File: src/rtl/spork_mem_pkg.sv
// Shared types for the data-memory arbiter.
// Widths match the DataMemory macro.
package spork_mem_pkg;

  localparam int SPORK_ADDR_W = 8;
  localparam int SPORK_DATA_W = 8;

  typedef enum logic [1:0] {
    IDLE,
    ACCESS,
    DONE
  } mem_state_t;

  typedef enum logic {
    PORT_CORE,
    PORT_DMA
  } mem_port_t;

  typedef struct packed {
    logic                    we;
    logic [SPORK_ADDR_W-1:0] addr;
    logic [SPORK_DATA_W-1:0] wdata;
  } mem_req_t;

endpackage

File: src/rtl/data_mem_arbiter.sv
// Two-port arbiter in front of the single-port DataMemory.
// Core has priority; a wait counter bounds DMA starvation.
module data_mem_arbiter
  import spork_mem_pkg::*;
#(
  parameter int ADDR_W   = 8,
  parameter int DATA_W   = 8,
  parameter int MAX_WAIT = 3
) (
  input  logic              clk,
  input  logic              reset_n,
  input  logic              core_req,
  input  logic              core_we,
  input  logic [ADDR_W-1:0] core_addr,
  input  logic [DATA_W-1:0] core_wdata,
  output logic              core_ack,
  output logic [DATA_W-1:0] core_rdata,
  input  logic              dma_req,
  input  logic              dma_we,
  input  logic [ADDR_W-1:0] dma_addr,
  input  logic [DATA_W-1:0] dma_wdata,
  output logic              dma_ack,
  output logic [DATA_W-1:0] dma_rdata,
  output logic              mem_read,
  output logic              mem_write,
  output logic [ADDR_W-1:0] mem_addr,
  output logic [DATA_W-1:0] mem_wdata,
  input  logic [DATA_W-1:0] mem_rdata,
  output logic              busy
);

  localparam logic [3:0] WAIT_MAX = 4'(MAX_WAIT);

  mem_state_t        state;
  mem_port_t         winner;
  logic [3:0]        wait_cnt;
  logic              dma_wins;
  logic              sel_we;
  logic [ADDR_W-1:0] sel_addr;
  logic [DATA_W-1:0] sel_wdata;

  always_comb begin
    dma_wins  = dma_req && (!core_req || wait_cnt == WAIT_MAX);
    sel_we    = dma_wins ? dma_we    : core_we;
    sel_addr  = dma_wins ? dma_addr  : core_addr;
    sel_wdata = dma_wins ? dma_wdata : core_wdata;
  end

  assign busy = (state != IDLE);

  always_ff @(posedge clk or negedge reset_n) begin
    if (!reset_n) begin
      state      <= IDLE;
      winner     <= PORT_CORE;
      wait_cnt   <= '0;
      mem_read   <= 1'b0;
      mem_write  <= 1'b0;
      mem_addr   <= '0;
      mem_wdata  <= '0;
      core_ack   <= 1'b0;
      dma_ack    <= 1'b0;
      core_rdata <= '0;
      dma_rdata  <= '0;
    end else begin
      core_ack <= 1'b0;
      dma_ack  <= 1'b0;
      unique case (state)
        IDLE: begin
          if (core_req || dma_req) begin
            state     <= ACCESS;
            winner    <= dma_wins ? PORT_DMA : PORT_CORE;
            mem_read  <= !sel_we;
            mem_write <= sel_we;
            mem_addr  <= sel_addr;
            mem_wdata <= sel_wdata;
            // only a contested loss counts toward the DMA's turn
            if (dma_wins)
              wait_cnt <= '0;
            else if (dma_req && wait_cnt < WAIT_MAX)
              wait_cnt <= wait_cnt + 4'd1;
          end
        end
        ACCESS: begin
          state     <= DONE;
          mem_read  <= 1'b0;
          mem_write <= 1'b0;
          mem_addr  <= '0;
          mem_wdata <= '0;
          if (winner == PORT_DMA) begin
            dma_ack <= 1'b1;
            if (mem_read) dma_rdata <= mem_rdata;
          end else begin
            core_ack <= 1'b1;
            if (mem_read) core_rdata <= mem_rdata;
          end
        end
        DONE:    state <= IDLE;
        default: state <= IDLE;
      endcase
    end
  end

endmodule

File: config.mk
export PLATFORM = sky130hd
export DESIGN_NAME = data_mem_arbiter
export DESIGN_NICKNAME = d
export VERILOG_FILES = /design/src/rtl/spork_mem_pkg.sv /design/src/rtl/data_mem_arbiter.sv
export SDC_FILE = /design/constraint.sdc
export NUM_CORES = 1
export LEC_CHECK = 0
export CORE_MARGIN = 10
export CORE_UTILIZATION = 45
export DETAILED_ROUTE_END_ITERATION = 8
export GPL_ROUTABILITY_DRIVEN = 0
export PLACE_DENSITY = 0.82
export SYNTH_ARGS = -nofsm -noshare
export SYNTH_HDL_FRONTEND = slang
export SYNTH_SLANG_ARGS = --single-unit
File: constraint.sdc
create_clock -name clk -period 3.3 [get_ports clk]
set_input_delay 0.825 -clock clk [delete_from_list [all_inputs] [get_ports clk]]
set_output_delay 0.825 -clock clk [all_outputs]
set_load 0.02 [all_outputs]
# Word-level counts from Yosys, hierarchy flattened
# Index checks and enable logic that the tools add are counted.
totals:
  latchBits: 0
  mem_bits_rw: 0
  reg_bits: 43
  in_bits: 46
  memories: 0
  elab_cells: 52
  out_inout_bits: 37
  romBits: 0
classes:
  div: 0
  mux: 20
  order_cmp: 1
  n_addsub: 1
  multipliers: 0
  reduce_logical: 15
  n_eq_ne: 3
  n_bitwise: 1
  shift: 0
op_table:
  columns: ["cell", "n"]
  rows:
  - ["2-to-1 mux 8 bit", 4]
  - ["one-hot mux 8 bit (2 select lines)", 2]
  - ["AND reduction 3 bit", 3]
  - ["2-to-1 mux 1 bit", 8]
  - ["2-to-1 mux 4 bit", 2]
  - ["nonzero test 2 bit", 3]
  - ["adder 4 x 1 -> 4 bit (second input constant)", 1]
  - ["== test 4 x 2 -> 1 bit (second input constant)", 1]
  - ["less-than comparator 4 x 2 -> 1 bit (second input constant)", 1]
  - ["one-hot mux 1 bit (2 select lines)", 2]
  - ["one-hot mux 2 bit (2 select lines)", 1]
  - ["AND reduction 2 bit", 2]
  - ["== test 2 x 1 -> 1 bit (second input constant)", 1]
  - ["logical AND 1 bit", 2]
  - ["logical NOT 1 bit", 2]
  - ["logical NOT 2 bit", 1]
  - ["logical OR 1 bit", 2]
  - ["2-to-1 mux 2 bit", 1]
  - ["inequality test 2 bit (second input constant)", 1]
  - ["inverter 1 bit", 1]

# Depth between registers and ports, before layout
logic_depth:
  depth_word: 7
  mapped_depth: 6
  mapped_depth_nobuf: 4

# Worst setup path after synthesis
# OpenSTA, ideal clock, no wires.
synth_timing:
  kind: "input -> register"
  startpoint: "input core_req"
  endpoint: "register mem_addr[0]"
  cell_stages: 6
  n_path_buf: 3
  t_arrival_ns: 1.789
  path_slack_ns: 1.385
  setup_ns: 0.126
  required_ns: 3.174
  path_cell_list: "buf_4 > nor3_1 > or2_1 > buf_6 > buf_6 > a221o_1"
synth_between:
  elab_chain_cells: 6
  elab_cells_between_ends: 9
  classes_between: "eq/ne (1); mux (3); reduce/logical (5)"
synth_rtl:
  columns: ["element", "line_no", "text"]
  rows:
  - ["from (decl)", "data_mem_arbiter.sv:12", "input logic core_req,"]
  - ["logical NOT 1 bit", "data_mem_arbiter.sv:43", "dma_wins = dma_req && (!core_req || wait_cnt == WAIT_MAX);"]
  - ["logical OR 1 bit", "data_mem_arbiter.sv:43", null]
  - ["logical AND 1 bit", "data_mem_arbiter.sv:43", null]
  - ["2-to-1 mux 8 bit", "data_mem_arbiter.sv:45", "sel_addr = dma_wins ? dma_addr : core_addr;"]
  - ["2-to-1 mux 8 bit", "data_mem_arbiter.sv:69", "if (core_req || dma_req) begin"]
  - ["one-hot mux 8 bit (2 select lines)", "data_mem_arbiter.sv:67", "unique case (state)"]
  - ["to (signal assigned)", "data_mem_arbiter.sv:74", "mem_addr <= sel_addr;"]
  - ["to (decl)", "data_mem_arbiter.sv:26", "output logic [ADDR_W-1:0] mem_addr,"]
# Several ways; a longest one is shown, not always the timed one. The select of a mux whose other input is x is not followed.
# A chain may end at the register's enable or synchronous reset.

# Final worst setup path
layout_timing:
  startpoint: "register state[0]"
  endpoint: "output busy"
layout_between:
  elab_chain_cells: 1
layout_rtl:
  columns: ["element", "line_no", "text"]
  rows:
  - ["from (decl)", "data_mem_arbiter.sv:34", "mem_state_t state;"]
  - ["from (signal assigned)", "data_mem_arbiter.sv:53", "state <= IDLE;"]
  - ["from (signal assigned)", "data_mem_arbiter.sv:70", "state <= ACCESS;"]
  - ["from (signal assigned)", "data_mem_arbiter.sv:84", "state <= DONE;"]
  - ["nonzero test 2 bit", "data_mem_arbiter.sv:49", "assign busy = (state != IDLE);"]
  - ["to (decl)", "data_mem_arbiter.sv:29", "output logic busy"]
# No other way between the ends.

==> results.tsv <==
metric	value	unit
status	completed	
ys_warn_count	0	
synth_seq_area_share	0.568	
root_buffer	clkbuf_8	
numCtsBuffers	5	
yosys.area.top_type_share	0.568	
worstPathRequired	2.47	ns
cp.arrival	1.80	ns
final_nets	276	
fin_crit_sh	0.795	
area_growth_syn_to_layout	48.2	%
seqPwrFrac	0.360	
cts_hold_buf	0	
rsz0062_at_grt	false	
grt_pass1_wl	8.18	mm
min_path_type	register to register	
grt_max_degree	44	
rows	23	
placed_area	0.00271	mm^2
ys.flop_type	dfrtp_1	
power.switching	869	uW
worst_slew_pin_slew	0.920	ns
drc	0	
total_leakage_power	1.20	nW
viasPerCell	5.28	
cts_resized	0	
wire_per_inst	17.5	um
relSlewSlack	0.387	
cts_tree	built	
setup_tns	0	ns
synth_seq_cells	43	
final_common_cell	clkdlybuf4s50_1	
p_clk_frac	0.146	
synth-async-reset-ratio	1.00	
cts_setup_buffers	0	
htree_levels	2	
cp_max_fo	22	
cts_max_path_buffers	2	
max_freq	0.381	GHz
peakVddDrop	338	uV
switching_share	0.358	
first_pass_iters	4	
syn_inst	150	
ioPinCount	83	
timing.setup.critical_path_class	register to output port	
core_area	0.00403	mm^2
finalMaxSlewViolations	0	
postLayoutCellArea	0.00281	mm^2
grt_antenna_before_repair	0	
layout_common_cells	clkdlybuf4s50_1 (81), dfrtp_1 (43), nor3_1 (18), nand2_1 (17), mux2_2 (16)	
synth_area_leader_cell	dfrtp_1	
synth_nets	197	
drive_gt1_frac	0.170	
clock_sinks	43	
internal_power	1.56	mW
timing.final.crit_period	2.62	ns
pwr_density_cell	867	mW/mm^2
crit_path_end_kind	output port	
fp.dieH	84.9	um
cap_violations	0	
skew	0.00650	ns
p_comb_frac	0.494	
num_vias	1479	
grt_pass1_vias	1604	
num_antenna_cells	0	
syn_area	0.00189	mm^2
port_buffers	82	
clock_latency	0.29	ns
hold_viol_final	0	
yosysUniqueCellTypes	31	
ys_top_cells_by_area	dfrtp_1 (57%), mux2_2 (9.5%), a221o_1 (4.8%)	
synth_edf_count	0	
dp_hpwl	3.68	mm
startpoint_type	register	
wl	4.90	mm
die_x	84.9	um
overflow	0	
finalSetupViolations	0	
grt.total_usage	0.137	
clk_pin_slew	0.08	ns
syn_area_per_cell	12.6	um^2
drtAntennaViolNets	0	
die_area	0.00720	mm^2
initial_core_util	0.470	
drtIter0Drc	59	
## cells in the mapped netlist, types with 2 or more instances
| cell type | number |
|---|---|
| a221o_1 | 9 |
| a221o_2 | 8 |
| and2_1 | 2 |
| buf_2 | 2 |
| buf_4 | 2 |
| buf_6 | 3 |
| clkbuf_1 | 4 |
| dfrtp_1 | 43 |
| mux2_1 | 2 |
| mux2_2 | 16 |
| nand2_1 | 17 |
| nor2_1 | 2 |
| nor3_1 | 18 |
| nor3b_1 | 2 |
| o21a_1 | 2 |
| o21ai_0 | 2 |
| or3b_4 | 2 |
## final timing paths
path | startpoint | slack (ns) | cells after the start | to
max | state[0] | 0.68 | 2 | busy
min | winner | 0.49 | 1 | core_ack
max reg2reg | wait_cnt[0] | 1.55 | 4 | mem_wdata[3]
min reg2reg | winner | 0.49 | 1 | core_ack
max in group asynchronous | reset_n | 2.06 | 1 | dma_rdata[4]
min in group asynchronous | reset_n | 0.68 | 1 | dma_rdata[5]
## cell type report
cell class | instances | area (um^2)
Multi-Input combinational cell | 95 | 739
Tap cell | 50 | 62.6
Timing Repair Buffer | 83 | 823
Sequential cell | 43 | 1080
Fill cell | 320 | 1220
Inverter | 1 | 3.75
Clock buffer | 8 | 100
## critical path, stage by stage, from the launching register on
cell	delay [ns]
dfrtp_1	0.42
or2_2	0.48
clkdlybuf4s50_1	0.61
## power by group through the flow
stage               sequential [mW]  combinational, mW  clock, mW
floorplan                      1.11              0.439          0
finish                        0.876               1.20      0.355
global placement              0.878               1.20          0
CTS                           0.877               1.22      0.364
detailed placement            0.881               1.22          0
global route                  0.913               1.29      0.385
## registers in the layout, summed over array words and instances (netlist names), 2 cells and up
name	count
core_rdata	8
dma_rdata	8
mem_addr	8
mem_wdata	8
wait_cnt	4
state	2
## per-layer routing
| layer | vias up | share of wire | wire length, um | GRT usage |
|---|---|---|---|---|
| met2 | 74 | 0.45 | 2220 | 0.212 |
| met5 | - | 0 | 0 | 0 |
| met3 | 4 | 0.11 | 541 | 0.0688 |
| met4 | 0 | 0.0090 | 44 | 0.0359 |
| li1 | 710 | - | - | - |
| met1 | 691 | 0.43 | 2090 | 0.165 |
## cells by family after synthesis
kind of cell / Yosys count / synth area share
AO/OA/AOI/OAI: 24 / 0.126
adder cells (fa/ha/maj): 1 / 0.00661
buffers and inverters: 12 / 0.0410
flip-flops: 43 / 0.568
multiplexers: 18 / 0.107
AND/OR/NAND/NOR: 52 / 0.151
## through the flow
step / hold WS (ns) / setup WS [ns] / power [mW] / std cells / utilization
detailed placement: 0.476 / 0.766 / 2.10 / 272 / 0.671
global route: 0.503 / 0.619 / 2.59 / 280 / 0.696
global placement: 0.471 / 0.820 / 2.07 / 272 / 0.671
finish: 0.492 / 0.675 / 2.43 / 280 / 0.696
CTS: 0.493 / 0.657 / 2.46 / 280 / 0.696
floorplan: 0.445 / 1.39 / 1.55 / 150 / -
Power figures use the tool's default switching activity.
